File: config.mk
export PLATFORM = sky130hd
export DESIGN_NAME = buttons
export DESIGN_NICKNAME = d
export VERILOG_FILES = /design/src/rtl/bifrost_pkg.sv /design/src/rtl/debounce.sv /design/src/rtl/buttons.sv
export SDC_FILE = /design/constraint.sdc
export NUM_CORES = 1
export LEC_CHECK = 0
export BUFFER_PORTS_ARGS = -buffer_cell sky130_fd_sc_hd__buf_2
export CAP_MARGIN = 0
export CORE_MARGIN = 2
export CORE_UTILIZATION = 60
export CTS_CLUSTER_DIAMETER = 200
export DETAILED_ROUTE_END_ITERATION = 6
export MAX_ROUTING_LAYER = met4
export PLACE_DENSITY_LB_ADDON = 0.08
export SLEW_MARGIN = 20
export SYNTH_ARGS = -nofsm -noshare
export SYNTH_HDL_FRONTEND = slang
export SYNTH_SLANG_ARGS = --single-unit
File: constraint.sdc
create_clock -name clock -period 2.1 [get_ports clock]
set_clock_uncertainty 0.2 [all_clocks]
set_input_delay 0.21 -clock clock [delete_from_list [all_inputs] [get_ports clock]]
set_output_delay 0.21 -clock clock [all_outputs]
set_load 0.03 [all_outputs]
File: src/rtl/bifrost_pkg.sv
// Shared constants for the button front end: channel count and default debounce width.
package bifrost_pkg;

  localparam int unsigned NUM_BUTTONS           = 8;
  localparam int unsigned DEBOUNCE_BITS_DEFAULT = 16;

endpackage

File: src/rtl/debounce.sv
// One button channel: 2-flop synchronizer, saturating-free debounce counter and
// debounced level flop, with single-cycle rise/fall pulses aligned to the state edge.
module debounce
  import bifrost_pkg::*;
#(
  parameter int unsigned DEBOUNCE_BITS = DEBOUNCE_BITS_DEFAULT
) (
  input  logic clock,
  input  logic reset,
  input  logic pin_n_i,
  output logic state_o,
  output logic rise_o,
  output logic fall_o
);

  logic                     meta_q, sync_q, state_q, state_d;
  logic [DEBOUNCE_BITS-1:0] cnt_q, cnt_d;
  logic                     sync, differ, done;

  assign sync   = ~sync_q;
  assign differ = sync ^ state_q;
  assign done   = differ & (&cnt_q);

  // NOTE: every always_comb output gets a default first, so no path can infer a latch.
  always_comb begin
    cnt_d   = '0;
    state_d = state_q;
    if (differ) begin
      if (&cnt_q) state_d = sync;
      else        cnt_d   = cnt_q + 1'b1;
    end
  end

  // NOTE: sequential state uses non-blocking assignments so all flops sample pre-edge values.
  always_ff @(posedge clock) begin
    if (reset) begin
      meta_q  <= 1'b1;
      sync_q  <= 1'b1;
      cnt_q   <= '0;
      state_q <= 1'b0;
    end else begin
      meta_q  <= pin_n_i;
      sync_q  <= meta_q;
      cnt_q   <= cnt_d;
      state_q <= state_d;
    end
  end

  // Pulses are combinational so event flops can set on the same edge as the state change.
  assign state_o = state_q;
  assign rise_o  = done & sync;
  assign fall_o  = done & ~sync;

endmodule

File: src/rtl/buttons.sv
// Debounced button bank with sticky, maskable-ack press events and a pending flag.
// Optional macro BUTTONS_RELEASE_EN adds sticky release events on a released port.
module buttons
  import bifrost_pkg::*;
#(
  parameter int unsigned DEBOUNCE_BITS = DEBOUNCE_BITS_DEFAULT
) (
  input  logic                   clock,
  input  logic                   reset,
  input  logic [NUM_BUTTONS-1:0] buttons_n,
  input  logic                   enable,
  output logic [NUM_BUTTONS-1:0] state,
  output logic [NUM_BUTTONS-1:0] pressed,
  output logic                   pending,
  input  logic                   ack,
  input  logic [NUM_BUTTONS-1:0] ack_mask
`ifdef BUTTONS_RELEASE_EN
  ,
  output logic [NUM_BUTTONS-1:0] released
`endif
);

  logic [NUM_BUTTONS-1:0] rise_w, fall_w, clr_mask;
  logic [NUM_BUTTONS-1:0] pressed_q, pressed_d;
  logic                   pending_q, pending_d;

  for (genvar i = 0; i < NUM_BUTTONS; i++) begin : g_ch
    debounce #(.DEBOUNCE_BITS(DEBOUNCE_BITS)) u_db (
      .clock   (clock),
      .reset   (reset),
      .pin_n_i (buttons_n[i]),
      .state_o (state[i]),
      .rise_o  (rise_w[i]),
      .fall_o  (fall_w[i])
    );
  end

  // Clear is applied before the set term, so a same-cycle new event wins over ack.
  assign clr_mask  = ack ? ack_mask : '0;
  assign pressed_d = (pressed_q & ~clr_mask) | (rise_w & {NUM_BUTTONS{enable}});

`ifdef BUTTONS_RELEASE_EN
  logic [NUM_BUTTONS-1:0] released_q, released_d;

  assign released_d = (released_q & ~clr_mask) | (fall_w & {NUM_BUTTONS{enable}});
  assign pending_d  = (|pressed_d) | (|released_d);
  assign released   = released_q;

  always_ff @(posedge clock) begin
    if (reset) released_q <= '0;
    else       released_q <= released_d;
  end
`else
  logic unused_fall;

  assign unused_fall = |fall_w;
  assign pending_d   = |pressed_d;
`endif

  always_ff @(posedge clock) begin
    if (reset) begin
      pressed_q <= '0;
      pending_q <= 1'b0;
    end else begin
      pressed_q <= pressed_d;
      pending_q <= pending_d;
    end
  end

  assign pressed = pressed_q;
  assign pending = pending_q;

endmodule

== Yosys cells after proc, flatten, opt, wreduce, memory -nomap -nowiden ==
Cells that the tools add are included.

* $add $sub $neg: 8
* Reductions and logical operators: 25
* Mux-type cells: 1
* Bitwise operators: 44

{| class="wikitable"
|+ Operators with widths
! operator !! count
|-
| $reduce_and 17->1 || 8
|-
| $add 16x1->16 const B || 8
|-
| $reduce_and 16->1 || 8
|-
| $reduce_or 3->1 || 8
|-
| $and 1x1->1 || 16
|-
| $and 8x8->8 || 2
|-
| $not 1->1 || 16
|-
| $mux 8 || 1
|-
| $not 8->8 || 1
|-
| $or 8x8->8 || 1
|-
| $reduce_or 8->1 || 1
|-
| $xor 1x1->1 || 8
|}

* Register bits after elaboration: 161

== Logic depth before layout (Yosys ltp) ==
Gate-level depths: netlist of the first run.

* Depth after elaboration: 7
* Depth in mapped cells: 8
* Mapped depth without buffers: 6

== By module ==
From an unflattened synthesis of the first run, not the netlist that was laid out.

* Cells, all modules: 783
* Area total of the unflattened synthesis: 7199.4 µm²

{| class="wikitable"
|+ Modules (own cells, without submodules)
! module !! seq. area each (µm²) !! area each (µm²) !! instances !! cells each
|-
| debounce || 380.4 || 850.8 || 8 || 92
|-
| buttons || 180.2 || 392.9 || 1 || 47
|}

== Worst setup path before layout of the first run ==
Ideal clock, no wire load.

* Path type: reg2reg
* Start point: register g_ch[2].u_db.cnt_q[0]
* End point: register pending_q (netlist: pending)
* Slack: 0.180 ns
* Buffers on the path: 0
* Data required time: 1.823 ns
* Stages on the path, launching flop included: 7
* Library setup time: 0.077 ns
* Data arrival time: 1.643 ns
* Cells stage by stage: dfxtp_1 ha_1 nand2_1 nor4_1 a41oi_1 and2_1 a41oi_2

* Word-level cells in the longest chain between the ends: 6

{| class="wikitable"
|+ Ends and longest elaborated chain
! what !! line !! RTL
|-
| start: declaration || debounce.sv:17 || <nowiki>logic [DEBOUNCE_BITS-1:0] cnt_q, cnt_d;</nowiki>
|-
| start signal: assignment || debounce.sv:44 || <nowiki>cnt_q <= cnt_d;</nowiki>
|-
| $reduce_and 16->1 || debounce.sv:22 || <nowiki>assign done = differ & (&cnt_q);</nowiki>
|-
| $and 1x1->1 || debounce.sv:22 ||
|-
| $and 1x1->1 || debounce.sv:51 || <nowiki>assign rise_o = done & sync;</nowiki>
|-
| $and 8x8->8 || buttons.sv:40 || <nowiki>assign pressed_d = (pressed_q & ~clr_mask) | (rise_w & {NUM_BUTTONS{enable}});</nowiki>
|-
| $or 8x8->8 || buttons.sv:40 ||
|-
| $reduce_or 8->1 || buttons.sv:57 || <nowiki>assign pending_d = |pressed_d;</nowiki>
|-
| end signal: assignment || buttons.sv:66 || <nowiki>pending_q <= pending_d;</nowiki>
|-
| end: declaration || buttons.sv:25 || <nowiki>logic pending_q, pending_d;</nowiki>
|}

Every way passes these cells.
A chain may end at the register's enable or synchronous reset.

== Worst setup path in the final report of the first run ==
* Start point: register g_ch[1].u_db.cnt_q[3]
* End point: register pending_q (netlist: pending)

* Word-level cells in the longest chain between the ends: 6

{| class="wikitable"
|+ Ends and longest elaborated chain
! what !! line
|-
| start: declaration || debounce.sv:17
|-
| start signal: assignment || debounce.sv:44
|-
| $reduce_and 16->1 || debounce.sv:22
|-
| $and 1x1->1 || debounce.sv:22
|-
| $and 1x1->1 || debounce.sv:51
|-
| $and 8x8->8 || buttons.sv:40
|-
| $or 8x8->8 || buttons.sv:40
|-
| $reduce_or 8->1 || buttons.sv:57
|}

Every way passes these cells.

==> out/results.txt, run 1 <==
Outcome - finished, final reports clean
Hold-critical path depth - 4
Critical hold path startpoint - ack
Post-route insts no fill - 949
Antenna Cells - 0
Worst path slowest cell - o41a_1
Crit-path cells - and4_4, nand4_4, o41a_1, and2_1, a41oi_2
# setup viols final - 0
CTS Buf Count - 17
Syn Inst Count - 721
Layout cells sized above 1 - 13.3%
Design Power - 5.92 mW
Synth Cell Area - 0.00654 mm²
RSZ-0062 raised after global routing - no
Compound-Gate Fraction of Synth Area - 3.96%
Delay-heaviest family, CP - simple AND/OR/NAND/NOR gates
Top fanout value on the critical path - 6
Post-synth EDFFs - 0
Detailed Routing Iterations Pass 1 - 5
Max-cap violation count - 0
Worst stage delay on the critical path - 0.47 ns
GRT Overall Usage - 22.4%
R2R Path End - pending
Area growth, synth to finish - 17.9%
# IOs - 37
Dpl cells - 895
Wirelength per Cell - 12.7 µm
Hold/Removal Path Class - in2reg
Largest net degree at the start of global routing - 27
Power per cell area - 768 mW/mm²
TritonCTS clock tree - yes
Clk slew on worst S/H paths - 0.06 ns
Post-Syn Nets - 749
Slew Limit Fails - 0
CP Capture Type - register
Buffers on Ports - 36
Number of remaining DRC errors - 0
Latest clock arrival within the worst-skew pair - 0.54 ns
Longest Clk Path Bufs - 2
Async SR Flop Fraction - 0%
Post-DRT Antenna Nets - 0
DRT iter0 DRCs - 239
Minimum clock period - 1.96 ns
GRT overflow - 0
Slew headroom - 63.8%
Largest family of logic cells by synthesized area - simple AND/OR/NAND/NOR gates
Die Area - 0.0118 mm²
Clk sinks - 161
Final Cell Area - 0.00772 mm²
Die Width - 108 µm
Post-DR vias/cell - 5.15
Initial Utilization - 60.9%
Setup WS post-layout - 0.145 ns
GP Congestion - 0.798
Flip-flop and latch count after synthesis - 161
Detailed placement HPWL - 8210 µm
Lkg Pwr - 2.74 nW
Synth Warn # - 0
Sequential fraction of the synthesis area - 49.3%
Synth top area share - 49.3%
Layout Nets - 824
Area contributors post-synth - dfxtp_1 (49%), nor2_1 (9.8%), xor2_1 (8.6%)
H-tree depth - 4
Via count - 4,891
DRT Wirelength - 12,000 µm
Hold_ws - 0.0394 ns
Period utilization - 93.1%
Core ar. - 0.0107 mm²
WHS Endpoint - pressed[6]
Util after Layout - 71.8%
Clk root buf - clkbuf_8
Crit Path Class - reg2reg
Std cell rows - 38
Vias in the first global route - 4,601
Placed cell area - 0.00697 mm²
Worst VDD drop - 0.865 mV
Critical path launch point type - register
Mux contribution to synthesized area - 0.153%
Library cells used by synthesis - 39
Post-synthesis adder-cell area fraction - 1.53%
Avg Cell Area, Syn - 9.08 µm²
Die H - 108 µm
First-pass GRT wire length - 20,100 µm
Crit path DAT - 2.22 ns
CP bufs+invs - 0
Max frequency - 511 MHz
Post-synthesis simple-gate area fraction - 26.3%
Reg2reg setup slack - 0.14 ns
R2R cell count - 5
Yosys top cell by area - dfxtp_1
WP data required - 2.36 ns
Final Hold Fails - 0
Primary FF master, synth - dfxtp_1
FF-to-FF Start - g_ch[1].u_db.cnt_q[3]
Synth Area in XOR/XNOR - 15.8%
Final TNS setup - 0 ns
DP Worst Slack - 0.0761 ns
Antenna violations before repair - 0
Slew at the pin closest to its max-slew limit - 0.539 ns
## what timing repair did
item / in CTS / in global routing
endpoints found under the hold margin: 20 / 0
hold buffers: 22 / 0
buffers inserted: 0 / 0
endpoints found under the setup margin: 0 / 17
resized for setup: 0 / 2
## synth_stat cells, drive strengths merged, types with 5 or more instances
library cell / instances
xnor2: 54
and3: 22
xor2: 64
dfxtp: 161
nand2: 40
a21oi: 6
nand3: 40
ha: 8
inv: 17
nand4: 28
nor2: 171
and4: 13
nor3: 13
clkbuf: 6
buf: 18
nor4: 5
or3: 5
or2: 16
## state kept, by name, indices dropped and copies added, names as in the netlist
signal	count
g_ch.u_db.cnt_q	128
g_ch.u_db.sync_q	8
pending	1
pressed	8
g_ch.u_db.meta_q	8
g_ch.u_db.state_o	8
## kinds of logic after synthesis
| logic type | after synthesis |
|---|---|
| AO/OA/AOI/OAI | 32 |
| buffers and inverters | 41 |
| adder cells (fa/ha/maj) | 8 |
| multiplexers | 1 |
| AND/OR/NAND/NOR | 360 |
| XOR/XNOR | 118 |
| flip-flops | 161 |
## worst register-to-register path, cell delays in order (launching register included)
cell     delay (ns)
dfxtp_1        0.40
and4_4         0.29
nand4_4        0.17
o41a_1         0.47
and2_1         0.19
a41oi_2        0.16
## worst max-delay path by stage
stage	start	endpoint	slack, ns	depth (start not counted)
after global placement	g_ch[7].u_db.cnt_q[0]	pending	0.12	6
final	g_ch[1].u_db.cnt_q[3]	pending	0.14	5
after detailed placement	g_ch[7].u_db.cnt_q[0]	pending	0.08	6
after CTS	g_ch[7].u_db.cnt_q[0]	pending	0.06	6
after floorplan	g_ch[2].u_db.cnt_q[0]	pending	0.18	6
after global routing	g_ch[2].u_db.cnt_q[0]	pending	0.01	7
## report_power, final
group / total (mW) / switching (mW) / internal [mW]
registers: 3.09 / 0.0111 / 3.07
clock network: 2.70 / 1.13 / 1.57
logic: 0.134 / 0.0625 / 0.0714
## final cells by class
cell class	count	area [µm²]
inverter	17	63.8
tap	140	175
multi-input combinational	519	3130
sequential	161	3220
timing repair buffer	80	603
clock inverter	5	27.5
clock buffer	27	492
fill	847	3030
## metal layers
layer	routed length (µm)	up-vias	GRT usage, %
met5	0	-	-
met4	263	0	10.6
met3	409	19	5.73
met2	5760	62	36.5
met1	5590	2255	25.8
li1	-	2555	-
## cell usage in the layout, fill, tap and decap left out, types with 4 or more instances in the layout
cell             n
a21boi_0         4
nor2_1         171
inv_1           17
clkinv_2         4
clkbuf_1         6
nand3_1         40
or3_1            5
clkbuf_16       16
and3_1          21
and2_1           4
a311oi_1         4
buf_2           36
nand2_1         40
nand4_1         27
ha_1             8
nor3_1          12
dfxtp_1        161
or2_2           16
dlygate4sd3_1   22
xnor2_1         54
clkbuf_8         5
buf_4           19
a21oi_1          6
xor2_1          64
and4_1          12
No activity file was read; power rests on OpenSTA's default activity.
==> inputs of run 2 (changes only) <==
--- a/config.mk
+++ b/config.mk
@@ -13,6 +13,7 @@
 export DETAILED_ROUTE_END_ITERATION = 6
 export MAX_ROUTING_LAYER = met4
 export PLACE_DENSITY_LB_ADDON = 0.08
+export SETUP_SLACK_MARGIN = 0.3
 export SLEW_MARGIN = 20
 export SYNTH_ARGS = -nofsm -noshare
 export SYNTH_HDL_FRONTEND = slang
==> run 2 against run 1 <==
  * Die area is the same
  * Largest cell class is now multi-input combinational cells
  * Highest routed layer unchanged
  * Cell area grew 6.7%
  * Routed wire length grew 10%
  * Worst hold slack lost 0.020 ns
  * Sequential cell count is the same
  * Combinational power grew 6%
==> out/results.txt, run 2 (synthesized netlist as in run 1, its figures left out) <==
Post-route insts no fill - 965 (+1.7%)
Clk sinks - 161 (unchanged)
TritonCTS clock tree - yes
Buffers on Ports - 36 (unchanged)
Die Area - 0.0118 mm² (unchanged)
Combinational power share - 2.3% (about the same)
Switch Pwr - 1.24 mW (+3.2%)
Minimum clock period - 1.83 ns (-0.128 ns)
Dpl cells - 895 (unchanged)
Worst stage delay on the critical path - 0.58 ns (+0.11 ns)
Clk slew on worst S/H paths - 0.06 ns (about the same)
CTS Buf Count - 17 (unchanged)
Util after Layout - 76.6% (+4.8 points)
Post-DR vias/cell - 5.30 (+2.9%)
Crit path DAT - 2.02 ns (-0.20 ns)
Largest Register - g_ch.u_db.cnt_q
Final TNS setup - 0 ns (unchanged)
Initial Utilization - 60.9% (unchanged)
Antenna violations before repair - 0 (unchanged)
Number of remaining DRC errors - 0 (unchanged)
Die Width - 108 µm (unchanged)
Power per cell area - 751 mW/mm² (-2.1%)
Slew at the pin closest to its max-slew limit - 0.443 ns (-0.0960 ns)
Wirelength per Cell - 13.7 µm (+8.4%)
Core ar. - 0.0107 mm² (unchanged)
Clock network power share - 47.9% (+2.3 points)
First-pass GRT wire length - 21,000 µm (+4.3%)
Area growth, synth to finish - 25.9%
Period utilization - 87.0% (-6.1 points)
Met2 Track Usage GR - 37.2% (+0.71 points)
GRT Overall Usage - 23.3% (+0.88 points)
Sequential standard cell area - 0.00327 mm² (+1.5%)
Die H - 108 µm (unchanged)
Max frequency - 547 MHz (+7.0%)
RSZ-0062 raised after global routing - yes
Longest Clk Path Bufs - 2 (unchanged)
Final Hold Fails - 0 (unchanged)
Reg2reg setup slack - 0.30 ns (+0.16 ns)
Fill count - 763 (-9.9%)
DRT iter0 DRCs - 327 (+37%)
Met3 Use GR - 6.39% (+0.66 points)
Commonest non-fill, non-tap cell in the layout - nor2_1
Worst VDD drop - 0.686 mV (-21%)
Seq pwr share - 49.8% (-2.3 points)
Slew headroom - 70.5% (+6.7 points)
Std cell rows - 38 (unchanged)
Worst path slowest cell - dlygate4sd3_1
Crit-path cells - dlygate4sd3_1, buf_2, nand2_1, dlygate4sd3_1, a32oi_2, and4_1, a41oi_2
Post-DRT Antenna Nets - 0 (unchanged)
# IOs - 37 (unchanged)
Latest clock arrival within the worst-skew pair - 0.53 ns (about the same)
Detailed Routing Iterations Pass 1 - 5 (unchanged)
Outcome - finished, final reports clean
Max reg flops - 128 (unchanged)
Lkg Pwr - 2.96 nW (+8.1%)
Via count - 5,117 (+4.6%)
Detailed placement HPWL - 8280 µm (+0.82%)
Internal Power - 4.94 mW (+4.7%)
H-tree depth - 4 (unchanged)
GRT Max-Usage Layer - met2
Largest net degree at the start of global routing - 24 (-11%)
Clk root buf - clkbuf_8
Area of the multi-input gates - 0.00340 mm² (+8.5%)
Commonest non-fill, non-tap cells in the layout - nor2_1 (159), dfxtp_1 (139), xor2_1 (64), xnor2_1 (54)
Antenna Cells - 0 (unchanged)
Switching Share - 20.1% (-0.23 points)
Layout Nets - 841 (+2.1%)
GP Congestion - 0.781 (-2.1%)
WP data required - 2.30 ns (-0.06 ns)
Hold/Removal Path Class - in2reg
Layout cells sized above 1 - 23.6% (+10 points)
Vias in the first global route - 4,810 (+4.5%)
Critical path launch point type - input pin
Top fanout value on the critical path - 2 (-4)
CP Capture Type - register
Max-cap violation count - 0 (unchanged)
Crit Path Class - in2reg
DRT Wirelength - 13,300 µm (+10%)
# setup viols final - 0 (unchanged)
Slew Limit Fails - 0 (unchanged)
Crit-path most repeated cell - dlygate4sd3_1
GRT overflow - 0 (unchanged)
Grt met1 use - 27.8% (+2.0 points)
run 2: cell types whose count changed in the layout (fill, tap and decap cells not counted), sizes merged:
cell and change:
clkinv +2, bufinv +2, buf +18, clkbuf -5, clkinvlp +1, dlygate4sd3 -2
run 2: critical path: cells and delay by family:
kind / cells / cell delay, ns
and+or+nand+nor: 2 / 0.29
AOI/OAI and AO/OA: 2 / 0.31
buffers and inverters: 3 / 1.22
run 2: power groups by stage:
stage / Sequential (mW) / Combinational, mW / Clock [mW]
floorplan: 3.15 / 0.0535 / 0
global placement: 3.15 / 0.0968 / 0
detailed placement: 3.15 / 0.0988 / 0
CTS: 3.08 / 0.132 / 3.02
global route: 3.08 / 0.155 / 3.15
finish: 3.08 / 0.142 / 2.97
run 2: path summary, 6_finish.rpt:
kind                         startpoint                  end  cells after the start
setup reg to reg  g_ch[3].u_db.cnt_q[1]              pending                      6
setup / recovery            ack_mask[4]              pending                      7
hold / removal              ack_mask[0]           pressed[0]                      4
hold reg to reg     g_ch[3].u_db.meta_q  g_ch[3].u_db.sync_q                      1
run 2: layout make-up:
| type | instances | share of cell area [%] |
|---|---|---|
| Sequential cell | 161 | 39.7 |
| Clock buffer | 21 | 5.70 |
| Multi-Input combinational cell | 519 | 41.2 |
| Timing Repair Buffer | 97 | 9.12 |
| Tap cell | 140 | 2.13 |
| Clock inverter | 10 | 1.32 |
| Inverter | 17 | 0.775 |
run 2: timing repair:
action / 4_1_cts / 5_1_grt
setup endpoints to repair: 67 / 113
gates resized for setup: 15 / 69
endpoints found under the hold margin: 21 / 0
pin swaps: 6 / 27
buffers inserted: 4 / 14
cloned: 0 / 1
hold buffers: 20 / 0
run 2: metrics by stage:
stage | instance area (µm²) | hold slack [ns] | setup slack [ns] | total power, mW
6_report | 8240 | 0.0199 | 0.273 | 6.19
5_1_grt | 8240 | 0.0827 | 0.196 | 6.38
4_1_cts | 7870 | 0.00648 | 0.284 | 6.23
3_5_place_dp | 6990 | 0.194 | 0.140 | 3.25
3_3_place_gp | 6990 | 0.194 | 0.192 | 3.25
2_1_floorplan | 6580 | 0.114 | 0.291 | 3.20
run 2: routing by layer:
metal / vias to the layer above / share of wire (%)
met5: - / 0
met3: 15 / 4.2
met4: 0 / 1.4
met2: 86 / 49
li1: 2588 / -
met1: 2428 / 45
